--- config.mk ---
export PLATFORM = sky130hd
export DESIGN_NAME = barrel_shifter_pipe
export DESIGN_NICKNAME = d
export VERILOG_FILES = /design/src/rtl/shifter_pkg.sv /design/src/rtl/shift_stage.sv /design/src/rtl/barrel_shifter_pipe.sv
export SDC_FILE = /design/constraint.sdc
export NUM_CORES = 1
export LEC_CHECK = 0
export ABC_AREA = 1
export CORE_AREA = 2 2 132 134
export DETAILED_ROUTE_END_ITERATION = 10
export DIE_AREA = 0 0 134 136
export GPL_TIMING_DRIVEN = 0
export PLACE_DENSITY = 0.85
export SKIP_CTS_REPAIR_TIMING = 1
export SLEW_MARGIN = 40
export SYNTH_ARGS = -nofsm -noshare
export SYNTH_HDL_FRONTEND = slang
export SYNTH_SLANG_ARGS = --single-unit
--- constraint.sdc ---
create_clock -name clock -period 3.3 [get_ports clock]
set_input_delay 0.99 -clock clock [delete_from_list [all_inputs] [get_ports clock]]
set_output_delay 0.99 -clock clock [all_outputs]
set_load 0.02 [all_outputs]
--- src/rtl/shifter_pkg.sv ---
// Shared opcodes, default widths and the per-stage payload of the pipelined barrel shifter.
// Build macro SHIFTER_ROTATE_EN enables the rotate-right datapath in every stage.
package shifter_pkg;

    localparam int unsigned PKG_WIDTH   = 32;
    localparam int unsigned PKG_TAG_W   = 5;
    localparam int unsigned PKG_SHAMT_W = $clog2(PKG_WIDTH);

    localparam logic [1:0] OP_SLL = 2'b00;
    localparam logic [1:0] OP_SRL = 2'b01;
    localparam logic [1:0] OP_SRA = 2'b10;
    localparam logic [1:0] OP_ROR = 2'b11;

    // Everything one stage hands to the next; sign is the operand MSB captured on entry.
    typedef struct packed {
        logic [PKG_WIDTH-1:0]   data;
        logic [PKG_SHAMT_W-1:0] shamt;
        logic [1:0]             op;
        logic                   sign;
        logic [PKG_TAG_W-1:0]   tag;
    } stage_t;

endpackage

--- src/rtl/shift_stage.sv ---
// One logarithmic shift level: conditionally shifts by DIST, then registers the payload.
// Rotate handling is present only when SHIFTER_ROTATE_EN is defined; otherwise ROR acts as SRL.
module shift_stage
    import shifter_pkg::*;
#(
    parameter int unsigned DIST = 1,
    parameter int unsigned BIT  = 0
) (
    input  logic   clock,
    input  logic   reset,
    input  logic   up_valid,
    input  stage_t up_pay,
    input  logic   dn_load,
    output logic   load_c,
    output logic   valid,
    output stage_t pay
);

    logic                 valid_q, valid_d;
    stage_t               pay_q, pay_d;
    logic [PKG_WIDTH-1:0] shifted_c;

    // Stage accepts new contents when empty or when its own contents move downstream.
    assign load_c = !valid_q || dn_load;

    always_comb begin
        shifted_c = up_pay.data;
        if (up_pay.shamt[BIT]) begin
            case (up_pay.op)
                OP_SLL:  shifted_c = up_pay.data << DIST;
                OP_SRA:  shifted_c = (up_pay.data >> DIST)
                                   | ({PKG_WIDTH{up_pay.sign}} << (PKG_WIDTH - DIST));
`ifdef SHIFTER_ROTATE_EN
                OP_ROR:  shifted_c = (up_pay.data >> DIST)
                                   | (up_pay.data << (PKG_WIDTH - DIST));
`endif
                default: shifted_c = up_pay.data >> DIST;
            endcase
        end
    end

    always_comb begin
        valid_d = valid_q;
        pay_d   = pay_q;
        if (load_c) begin
            valid_d = up_valid;
            // Payload only changes for a real operand so idle stages keep their last value.
            if (up_valid) begin
                pay_d      = up_pay;
                pay_d.data = shifted_c;
            end
        end
    end

    always_ff @(posedge clock) begin
        if (reset) begin
            valid_q <= 1'b0;
            pay_q   <= '0;
        end else begin
            valid_q <= valid_d;
            pay_q   <= pay_d;
        end
    end

    assign valid = valid_q;
    assign pay   = pay_q;

endmodule

--- src/rtl/barrel_shifter_pipe.sv ---
// Pipelined barrel shifter: SHAMT_W shift stages with a combinational ready chain and full backpressure.
// Build macro SHIFTER_ROTATE_EN selects rotate-right for op 11; without it op 11 executes as SRL.
module barrel_shifter_pipe
    import shifter_pkg::*;
#(
    parameter int unsigned WIDTH   = PKG_WIDTH,
    parameter int unsigned TAG_W   = PKG_TAG_W,
    localparam int unsigned SHAMT_W = $clog2(WIDTH)
) (
    input  logic               clock,
    input  logic               reset,
    input  logic               in_valid,
    output logic               in_ready,
    input  logic [WIDTH-1:0]   in_data,
    input  logic [SHAMT_W-1:0] in_shamt,
    input  logic [1:0]         in_op,
    input  logic [TAG_W-1:0]   in_tag,
    output logic               out_valid,
    input  logic               out_ready,
    output logic [WIDTH-1:0]   out_data,
    output logic [TAG_W-1:0]   out_tag
);

    stage_t in_pay_c;
    stage_t pay_c   [SHAMT_W];
    logic   valid_c [SHAMT_W];
    logic   load_c  [SHAMT_W];
    logic   unused_last_fields;

    always_comb begin
        in_pay_c       = '0;
        in_pay_c.data  = in_data;
        in_pay_c.shamt = in_shamt;
        in_pay_c.op    = in_op;
        in_pay_c.sign  = in_data[WIDTH-1];
        in_pay_c.tag   = in_tag;
    end

    // Stage k shifts by WIDTH>>(k+1) under control of shamt bit SHAMT_W-1-k.
    for (genvar k = 0; k < SHAMT_W; k++) begin : g_stage
        logic   up_valid_c;
        stage_t up_pay_c;
        logic   dn_load_c;

        if (k == 0) begin : g_head
            assign up_valid_c = in_valid;
            assign up_pay_c   = in_pay_c;
        end else begin : g_body
            assign up_valid_c = valid_c[k-1];
            assign up_pay_c   = pay_c[k-1];
        end

        if (k == SHAMT_W - 1) begin : g_tail
            assign dn_load_c = !valid_c[k] || out_ready;
        end else begin : g_mid
            assign dn_load_c = load_c[k+1];
        end

        shift_stage #(
            .DIST (WIDTH >> (k + 1)),
            .BIT  (SHAMT_W - 1 - k)
        ) u_stage (
            .clock    (clock),
            .reset    (reset),
            .up_valid (up_valid_c),
            .up_pay   (up_pay_c),
            .dn_load  (dn_load_c),
            .load_c   (load_c[k]),
            .valid    (valid_c[k]),
            .pay      (pay_c[k])
        );
    end

    assign in_ready  = load_c[0];
    assign out_valid = valid_c[SHAMT_W-1];
    assign out_data  = pay_c[SHAMT_W-1].data;
    assign out_tag   = pay_c[SHAMT_W-1].tag;

    assign unused_last_fields = ^{pay_c[SHAMT_W-1].shamt, pay_c[SHAMT_W-1].op,
                                  pay_c[SHAMT_W-1].sign};

endmodule

==> key figures <==
Run status
  • Status: finished, final reports clean

Worst setup path
  • WP data required: 2310 ps
  • CP Launch Type: input port
  • Crit Path Category: input port to output pin
  • Critical Path Sink Type: output pin
  • Reg2reg end: g_stage[3].u_stage.pay[27]
  • Max Fanout on Critical Path: 15
  • Crit path from: out_ready
  • R2r setup slk: 1580 ps
  • CP Capture Point: in_ready
  • CP arrival: 2200 ps
  • Reg2reg start: g_stage[4].u_stage.valid
  • FF-to-FF path depth: 6

Power
  • Power per cell area: 502.7 nW/um^2
  • Max VDD drop: 465.1 uV
  • Leakage power: 0.005099 uW

Global routing
  • Tot GR Track Use: 33.81%
  • GR Util met2: 61.28%
  • Met1 Use GR: 40.42%
  • GR peak layer: met2
  • GR Overflow Total: 0
  • Vias in the first global route: 10,430
  • First-pass GRT wire length: 50,270 um
  • Initial antenna violation count: 0
  • Pin count of the biggest net entering global routing: 15
  • Met3 Use GR: 4.549%

STA
  • Final hold violation count: 0
  • Slew @ Worst Pin: 573.2 ps
  • Max Slew Vio Count: 0
  • Final min period: 3192 ps
  • Max_slew headroom: 61.78%
  • Tcrit/Tclk final: 96.72%
  • F_max: 0.3133 GHz
  • RSZ-0062 raised after global routing: no
  • Final TNS setup: 0 ps
  • Final setup viols: 0
  • Clock skew: 10.29 ps
  • Hold Slack: 470.8 ps

Drt
  • Drt initial violations: 893
  • DR vias: 11,120
  • Antenna viol nets, final: 0
  • WL final: 31,150 um
  • DR DRC count: 0
  • WL/cell: 15.92 um
  • Drt via density: 5.687
  • DRT Pass-1 Iters: 5

Floorplan
  • Initial Utilization: 61.85%
  • Placeable Area: 16,880 um^2
  • Die Ht: 136 um
  • Chip Width: 134 um
  • Row Count: 48
  • Ports: 87
  • Die area: 18,220 um^2

Clock network
  • Clock sink total: 212
  • Clock Pin Slew Worst Setup and Hold Paths: 60 ps
  • Clk Latency, worst-skew pair: 510 ps
  • CTS tree: built
  • Inserted Clock Buffers: 22
  • Htree depth: 1
  • Clock Tree Buf Depth: 3
  • Root Driver: clkbuf_16

Finish
  • Final Cell Area: 12,330 um^2
  • FILL cells: 1,441
  • Fin util: 73.04%
  • Share of cells above drive strength 1: 5.604%
  • Fin nets: 1,763
  • Layout area overhead: 18.09%
  • # diodes: 0

Synth
  • Sequential share of the synthesized area: 40.66%
  • Simple-gate portion of the synthesized area: 22.30%
  • Post-synth top area share: 40.66%
  • Post-Synth Adder-Cell Area: 0%
  • Ys Warns: 0
  • Synthesized area: 10,440 um^2
  • Mux share of post-synthesis cell area: 0%
  • Seq cells post-synth: 212
  • Main combinational cell family by area after synthesis: compound AO/OA/AOI/OAI gates
  • Synth Instances: 1,608
  • Synth area leaders: dfxtp_1 (41%), o21ai_0 (13%), a21oi_1 (12%)
  • Post-Synth XOR/XNOR Area: 0%
  • Syn Nets: 1,656
  • Yosys cell types: 24
  • Synth Area in Compound Gates: 27.02%
  • Synth area leader: dfxtp_1
  • Mean Syn Cell Area: 6.491 um^2

Placement
  • Dpl cell area: 11,560 um^2
  • DP Wirelength: 23,230 um
  • RD Place Congestion: 0.9476
  • I/O Buffers: 84

Flow run
  • MaxCap Viol Count: 0

Min path
  • Min-delay worst type: flip-flop to flip-flop
cell usage after synthesis, drive strengths merged:
master	instances
nor2	321
o21ai	268
a21oi	254
nand2	218
dfxtp	212
inv	130
clkbuf	67
buf	55
nand3	37
o22ai	28
nand3b	12
a31oi	4
nand4	1
o211ai	1
power breakdown:
part           internal [uW]  switching, uW
Clock                   1540           1040
Sequential              2690            117
Combinational            295            515
worst min-delay path by stage:
stage / start / end / slack (ps) / cells after the start
2_1_floorplan: g_stage[3].u_stage.pay[6] / g_stage[3].u_stage.pay[6] / 440 / 2
3_3_place_gp: g_stage[3].u_stage.pay[6] / g_stage[3].u_stage.pay[6] / 450 / 2
3_5_place_dp: g_stage[3].u_stage.pay[6] / g_stage[3].u_stage.pay[6] / 460 / 2
4_1_cts: g_stage[3].u_stage.pay[6] / g_stage[3].u_stage.pay[6] / 470 / 2
5_1_grt: g_stage[2].u_stage.pay[14] / g_stage[2].u_stage.pay[14] / 500 / 2
6_report: g_stage[3].u_stage.pay[6] / g_stage[3].u_stage.pay[6] / 470 / 2
worst max-delay path: stages:
cell and delay (ps):
clkdlybuf4s50_1 400, inv_1 70, nand3_1 150, nor2_4 190
nand3_4 190, clkbuf_2 210
kinds of logic after synthesis:
family | after synthesis
buffers and inverters | 252
AND/OR/NAND/NOR | 589
flip-flops | 212
AO/OA/AOI/OAI | 555
layout make-up:
cell class	instances	area [um^2]	share of cell area [%]
clock inverters	11	113.9	0.9238
plain buffers	121	554.3	4.497
inverters	130	488.0	3.959
well taps	225	281.5	2.284
repair buffers	84	835.8	6.781
flip-flops and latches	212	4244	34.43
clock buffers	29	648.1	5.258
multi-input cells	1144	5160	41.86
routing by layer:
metal / vias to the layer above / routed length, um
li1: 5495 / -
met1: 5064 / 12480
met2: 464 / 15410
met3: 100 / 2048
met4: 0 / 1206
met5: - / 0
stage by stage:
step                instances  worst slack [ps]  power, uW
finish                   1956             108.1       6196
global route             1956             21.67       6414
CTS                      1957            -566.9       6180
detailed placement       1917            -565.7       3643
global placement         1917            -547.1       3625
floorplan                1608             655.7       3352
flip-flops by register name, summed over array words and instances, names as in the netlist:
register,flops
g_stage.u_stage.valid,5
g_stage.u_stage.pay,207
layout by cell type, fill, tap and decap left out:
| cell | synthesis | layout |
|---|---|---|
| nor2_2 | 3 | 2 |
| clkdlybuf4s50_1 | 0 | 83 |
| clkbuf_1 | 65 | 65 |
| nor2_1 | 317 | 317 |
| clkbuf_16 | 0 | 23 |
| nand4_1 | 1 | 1 |
| dfxtp_1 | 212 | 212 |
| nor2_4 | 1 | 2 |
| inv_6 | 0 | 1 |
| inv_1 | 125 | 125 |
| o211ai_1 | 1 | 1 |
| o21ai_0 | 262 | 262 |
| clkinvlp_4 | 0 | 2 |
| a31oi_1 | 4 | 4 |
| buf_6 | 6 | 6 |
| nand3_1 | 36 | 36 |
| nand3_4 | 0 | 1 |
| nand2_2 | 1 | 1 |
| inv_2 | 5 | 5 |
| buf_2 | 36 | 36 |
| clkinv_2 | 0 | 6 |
| nand2_1 | 217 | 217 |
| clkbuf_8 | 0 | 5 |
| a21oi_1 | 254 | 254 |
| o21ai_1 | 6 | 6 |
| clkbuf_2 | 2 | 3 |
| bufinv_16 | 0 | 2 |
| buf_4 | 2 | 2 |
| buf_1 | 11 | 11 |
| o22ai_1 | 28 | 28 |
| nand3b_1 | 12 | 12 |
Note: power is estimated with default switching activity, not from simulation.
